===== config.mk =====
export PLATFORM = sky130hd
export DESIGN_NAME = axis_port_mux
export DESIGN_NICKNAME = d
export VERILOG_FILES = /design/src/rtl/stream_xbar_pkg.sv /design/src/rtl/axis_out_reg.sv /design/src/rtl/axis_port_mux.sv
export SDC_FILE = /design/constraint.sdc
export NUM_CORES = 1
export LEC_CHECK = 0
export CAP_MARGIN = 40
export CORE_MARGIN = 2
export CORE_UTILIZATION = 25
export DETAILED_ROUTE_END_ITERATION = 6
export GPL_ROUTABILITY_DRIVEN = 1
export PLACE_DENSITY_LB_ADDON = 0.15
export RECOVER_POWER = 100
export SLEW_MARGIN = 25
export SYNTH_ARGS = -nofsm -noshare
export SYNTH_HDL_FRONTEND = slang
export SYNTH_SLANG_ARGS = --single-unit

===== constraint.sdc =====
create_clock -name clk -period 3.2 [get_ports clk]
set_input_delay 0.64 -clock clk [delete_from_list [all_inputs] [get_ports clk]]
set_output_delay 0.64 -clock clk [all_outputs]
set_load 0.01 [all_outputs]

===== src/rtl/stream_xbar_pkg.sv =====
// Shared types and helpers for the stream crossbar: FSM state encoding,
// default stream geometry and the one-hot decoder also used by the arbiter.
package stream_xbar_pkg;

    localparam int unsigned DEFAULT_NUM_REQUEST = 4;
    localparam int unsigned DEFAULT_DATA_WIDTH  = 32;
    localparam int unsigned MAX_REQUEST         = 32;
    localparam int unsigned IDX_W               = $clog2(MAX_REQUEST);

    typedef enum logic [0:0] {
        ST_IDLE   = 1'b0,
        ST_LOCKED = 1'b1
    } mux_state_e;

    // OR of set-bit indices; exact for a one-hot vector, callers qualify one-hotness.
    function automatic logic [IDX_W-1:0] onehot_to_idx(input logic [MAX_REQUEST-1:0] vec);
        logic [IDX_W-1:0] idx;
        idx = '0;
        for (int unsigned i = 0; i < MAX_REQUEST; i++) begin
            if (vec[i]) begin
                idx = idx | IDX_W'(i);
            end
        end
        return idx;
    endfunction

endpackage


===== src/rtl/axis_out_reg.sv =====
// Single-entry AXI-stream output register: loads on request, clears valid
// when the downstream handshake completes without a replacement beat.
module axis_out_reg
    import stream_xbar_pkg::*;
#(
    parameter int unsigned DATA_WIDTH = DEFAULT_DATA_WIDTH
) (
    input  logic                  clk,
    input  logic                  rst,
    input  logic                  load_i,
    input  logic [DATA_WIDTH-1:0] data_i,
    input  logic                  last_i,
    input  logic                  ready_i,
    output logic                  valid_o,
    output logic [DATA_WIDTH-1:0] data_o,
    output logic                  last_o
);

    logic                  valid_q, valid_d;
    logic [DATA_WIDTH-1:0] data_q,  data_d;
    logic                  last_q,  last_d;

    always_comb begin
        valid_d = valid_q;
        data_d  = data_q;
        last_d  = last_q;
        if (load_i) begin
            valid_d = 1'b1;
            data_d  = data_i;
            last_d  = last_i;
        end else if (ready_i) begin
            valid_d = 1'b0;
        end
    end

    always_ff @(posedge clk) begin
        if (rst) begin
            valid_q <= 1'b0;
            data_q  <= '0;
            last_q  <= 1'b0;
        end else begin
            valid_q <= valid_d;
            data_q  <= data_d;
            last_q  <= last_d;
        end
    end

    assign valid_o = valid_q;
    assign data_o  = data_q;
    assign last_o  = last_q;

endmodule


===== src/rtl/axis_port_mux.sv =====
// Packet-locked AXI-stream mux: latches the arbiter's one-hot grant in IDLE,
// forwards the selected input through a registered output until its tlast.
module axis_port_mux
    import stream_xbar_pkg::*;
#(
    parameter  int unsigned NUM_REQUEST = DEFAULT_NUM_REQUEST,
    parameter  int unsigned DATA_WIDTH  = DEFAULT_DATA_WIDTH,
    parameter  int unsigned MAX_BEATS   = 256,
    localparam int unsigned SEL_W       = $clog2(NUM_REQUEST),
    localparam int unsigned CNT_W       = $clog2(MAX_BEATS) + 1
) (
    input  logic                              clk,
    input  logic                              rst,
    input  logic [NUM_REQUEST-1:0]            grant_i,
    input  logic [NUM_REQUEST-1:0]            s_tvalid_i,
    input  logic [NUM_REQUEST*DATA_WIDTH-1:0] s_tdata_i,
    input  logic [NUM_REQUEST-1:0]            s_tlast_i,
    output logic [NUM_REQUEST-1:0]            s_tready_o,
    output logic                              m_tvalid_o,
    output logic [DATA_WIDTH-1:0]             m_tdata_o,
    output logic                              m_tlast_o,
    input  logic                              m_tready_i,
    output logic [SEL_W-1:0]                  sel_o,
    output logic                              busy_o,
    output logic                              grant_err_o,
    output logic [CNT_W-1:0]                  beat_cnt_o
);

    mux_state_e               state_q, state_d;
    logic [SEL_W-1:0]         sel_q,   sel_d;
    logic [CNT_W-1:0]         cnt_q,   cnt_d;
    logic                     err_q,   err_d;

    logic                     m_tvalid;
    logic                     in_ready;
    logic                     accept;
    logic                     sel_valid;
    logic                     sel_last;
    logic [DATA_WIDTH-1:0]    sel_data;
    logic [MAX_REQUEST-1:0]   grant_ext;
    int                       grant_ones;

    // Input side: only the locked port may see ready, and only when the
    // output register is empty or draining this cycle.
    always_comb begin
        sel_valid  = s_tvalid_i[sel_q];
        sel_last   = s_tlast_i[sel_q];
        sel_data   = s_tdata_i[sel_q*DATA_WIDTH +: DATA_WIDTH];
        in_ready   = (state_q == ST_LOCKED) && (!m_tvalid || m_tready_i);
        accept     = in_ready && sel_valid;
        s_tready_o = '0;
        s_tready_o[sel_q] = in_ready;
    end

    always_comb begin
        grant_ext  = MAX_REQUEST'(grant_i);
        grant_ones = $countones(grant_i);
        state_d    = state_q;
        sel_d      = sel_q;
        cnt_d      = cnt_q;
        err_d      = 1'b0;
        case (state_q)
            ST_IDLE: begin
                if (grant_ones == 1) begin
                    sel_d   = SEL_W'(onehot_to_idx(grant_ext));
                    state_d = ST_LOCKED;
                end else if (grant_ones > 1) begin
                    err_d = 1'b1;
                end
            end
            ST_LOCKED: begin
                if (accept && sel_last) begin
                    state_d = ST_IDLE;
                end
            end
        endcase
        if (accept) begin
            if (sel_last) begin
                cnt_d = '0;
            end else if (cnt_q != CNT_W'(MAX_BEATS)) begin
                cnt_d = cnt_q + 1'b1;
            end
        end
    end

    always_ff @(posedge clk) begin
        if (rst) begin
            state_q <= ST_IDLE;
            sel_q   <= '0;
            cnt_q   <= '0;
            err_q   <= 1'b0;
        end else begin
            state_q <= state_d;
            sel_q   <= sel_d;
            cnt_q   <= cnt_d;
            err_q   <= err_d;
        end
    end

    axis_out_reg #(
        .DATA_WIDTH (DATA_WIDTH)
    ) u_out_reg (
        .clk     (clk),
        .rst     (rst),
        .load_i  (accept),
        .data_i  (sel_data),
        .last_i  (sel_last),
        .ready_i (m_tready_i),
        .valid_o (m_tvalid),
        .data_o  (m_tdata_o),
        .last_o  (m_tlast_o)
    );

    assign m_tvalid_o  = m_tvalid;
    assign sel_o       = sel_q;
    assign busy_o      = (state_q == ST_LOCKED);
    assign grant_err_o = err_q;
    assign beat_cnt_o  = cnt_q;

endmodule

==> summary.md, run 1 <==
| Metric | Value |
|---|---|
| Cells after synthesis | 285 |
| Post-DRT Antenna Nets | 0 |
| First-pass GRT wire length | 14.3 mm |
| PortBufs | around 190 |
| Yosys cell types | 33 |
| Crit-path max cell delay | roughly 0.63 ns |
| Clock Path Buffers | 2 |
| Diode count | 0 |
| Total track usage | approximately 16% |
| Initial antenna violation count | 0 |
| Area grow syn2layout | 79.4% |
| Post-route cell area | slightly below 5000 um2 |
| Register bit total from synthesis | 47 |
| # rows | 38 |
| Post-route DRC | 0 |
| Initial DRC Count | 48 |
| Worst hold path type | flop to flop |
| Largest net degree at the start of global routing | 32 |
| Post-CTS setup buffer count | 0 |
| Layout Nets | ~620 |
| Static leakage | 1.83 nW |
| Fmax | around 340 MHz |
| Vias in the first global route | 2961 |
| H-Tree Depth | 2 |
| Fin util | a little under half |
| Startpoint Class | input port |
| Post-route setup TNS | 0 ns |
| Inst Count DP | ~600 |
| Crit path time final | a little under 3 ns |
| Core Region | about 11000 um2 |
| Endpoint type of the worst setup path | primary output |
| Power per cell area | around 360 nW/um2 |
| Syn avg cell area | 9.60 um2 |
| DIE AREA | between 10000 and 15000 um2 |
| NetSw | around 0.0005 W |
| Sink Count | 47 |
| Clock Latency Late Sink | 0.30 ns |
| Worst-margin pin slew | slightly above 0.9 ns |
| Internal cell power | 0.00129 W |
| Final HPWL DP | 7.25 mm |
| Most used cell, CP | dlygate4sd3_1 |
| GPL Wtd Cong | 0.763 |
| Switch share | between 20% and 30% |
| CTS Buf Count | 5 |
| CTS tree | built |
| FFs w/ async S/R, synth | 0% |
| Max-Cap Viols | 0 |
| Clock Tree Root | clkbuf_8 |
| Clk pwr share | 25.4% |
| Reg power frac | between 30% and 40% |
| Synth top area cells | dfxtp_1 34%, mux4_2 28%, nand2_1 9.2% |
| Post-synthesis sequential area ratio | 34.4% |
| Worst path cell trace | dlygate4sd3_1 -> nand2b_1 -> nand2_1 -> nor3_1 -> dlygate4sd3_1 |
| Drt first pass iters | 4 |
| Critical Path RT | 2.56 ns |
| Fill cell count | 1079 |
| Fin. Hold Viols | 0 |
| Max-slew violation count | 0 |
| Slew HR | 39.6% |
| Status | finished, final reports clean |
| CP Data Arrival Time | 2.32 ns |
| CP max FO | 6 |
| Starting density of the core | 25.5% |
| Die W | 109 um |
| RSZ-0062 raised after global routing | no |
| Final Cycle Share | 92.5% |
| Clock Skew | around 0.0077 ns |
| Commonest register cell after synthesis | dfxtp_1 |
| Post-synth EDFFs | 0 |
| Vias per cell | 4.73 |
| Hold_buf cts | 0 |
| Peak supply drop | 197 uV |
| Routed WL per cell | 14.9 um |
| Top Ports | 194 |
| Overall routed net length | 9.13 mm |
| Fraction of layout cells with a size suffix above 1 | 10.6% |
| R2R Setup Slk | roughly 0.51 ns |
| Synthesis Warnings | 0 |
| Synth Net Count | 434 |
| CTS-repair resized insts | 0 |
| Kind of critical path | input port to primary output |
| Clock-pin slew on the worst setup and hold paths | about 0.080 ns |
| Synth area leader | dfxtp_1 |
| Mapped Area | 2740 um2 |
| Setup violators final | 0 |
| Final Non-Filler Cells | between 600 and 700 |
| Remaining global-route overflow | 0 |
| Via count | slightly below 3000 |
| Worst path slowest cell | dlygate4sd3_1 |
| Die Ht | 109 um |
| Top cell type's share of synthesized area | 34.4% |
| Combinational Power Share | 36.7% |
| DP Area | 4800 um2 |
-- cell type report --
cell class / count / area, um2 / area share [%]
clock buffer: 6 / 82.6 / 1.68
clock inverter: 2 / 35.0 / 0.714
inverter: 9 / 33.8 / 0.689
multi-input combinational: 206 / 1650 / 33.6
sequential: 47 / 943 / 19.2
tap: 140 / 175 / 3.57
timing repair buffer: 201 / 1990 / 40.5
-- per-layer routing --
metal / part of all wire (%) / vias to the layer above / track usage (%)
met3: 8.5 / 11 / 5.12
met2: 52 / 108 / 28.8
met4: 1.6 / 0 / 4.21
met1: 38 / 1360 / 17.1
li1: - / 1414 / -
met5: 0 / - / 0
-- kinds of logic after synthesis --
group,after synthesis,synth area share [%]
buffers and inverters,32,5.17
AND/OR/NAND/NOR,106,17.8
multiplexers,34,28.0
flip-flops,47,34.4
adder cells (fa/ha/maj),6,3.02
AO/OA/AOI/OAI,60,11.6
-- flip-flops by register name, indices dropped and copies added, names as in the netlist --
register / flops
beat_cnt_o: 9
u_out_reg.last_o: 1
u_out_reg.valid_o: 1
grant_err_o: 1
sel_o: 2
busy_o: 1
u_out_reg.data_o: 32
-- power by group through the flow --
stage / logic [W] / registers (W) / clock network [W]
5_1_grt: 0.000717 / 0.000686 / 0.000499
2_1_floorplan: 0.000356 / 0.000687 / 0
3_5_place_dp: 0.000689 / 0.000695 / 0
6_report: 0.000656 / 0.000677 / 0.000453
4_1_cts: 0.000691 / 0.000682 / 0.000478
3_3_place_gp: 0.000680 / 0.000695 / 0
-- synthesized netlist by cell type (4+ instances only) --
| cell type | instances |
|---|---|
| or4_1 | 5 |
| inv_1 | 9 |
| nor3_1 | 4 |
| a21oi_1 | 45 |
| nand2_1 | 67 |
| nor2_1 | 10 |
| ha_1 | 5 |
| o21ai_1 | 8 |
| buf_2 | 11 |
| clkbuf_1 | 11 |
| dfxtp_1 | 47 |
| mux4_2 | 34 |
-- through the flow --
step	worst slack, ns	hold WS, ns	power [W]
floorplan	0.673	0.481	0.00104
global placement	0.0761	0.442	0.00137
detailed placement	0.00598	0.446	0.00138
CTS	0.304	0.459	0.00185
global route	0.0956	0.469	0.00190
finish	0.239	0.454	0.00179
-- critical path: cells and delay by family --
kind                   cells  cell delay, ns
AND/OR/NAND/NOR            3            0.54
buffers and inverters      2            1.15
-- layout by cell type, fill, tap and decap left out, types with 2 or more instances in the layout --
| master | count |
|---|---|
| inv_1 | 9 |
| dfxtp_1 | 45 |
| nor3_1 | 4 |
| ha_1 | 5 |
| nor2b_1 | 2 |
| o21ai_1 | 6 |
| nand2_1 | 67 |
| nand4_1 | 2 |
| buf_4 | 4 |
| nand2b_1 | 2 |
| dfxtp_2 | 2 |
| dlygate4sd3_1 | 50 |
| o21ai_0 | 3 |
| a31oi_1 | 2 |
| clkbuf_1 | 3 |
| and3_1 | 3 |
| mux4_2 | 34 |
| clkdlybuf4s50_1 | 142 |
| or4_1 | 5 |
| clkbuf_8 | 6 |
| nor2_1 | 10 |
| nand3_1 | 4 |
| a21oi_1 | 45 |
-- final timing paths --
kind / to / from / cells after the start
worst max-delay path: s_tready_o[0] / m_tready_i / 5
worst max register to register: beat_cnt_o[7] / sel_o[0] / 5
worst min-delay path: u_out_reg.data_o[26] / u_out_reg.data_o[26] / 2
worst min register to register: u_out_reg.data_o[26] / u_out_reg.data_o[26] / 2
No activity file was read; power rests on OpenSTA's default activity.
==> run 2: changes to the inputs <==
CTS_CLUSTER_DIAMETER = 80   (was unset)
==> results of run 2 <==
The final DEF is identical to that of run 1; final timing and power are the same.
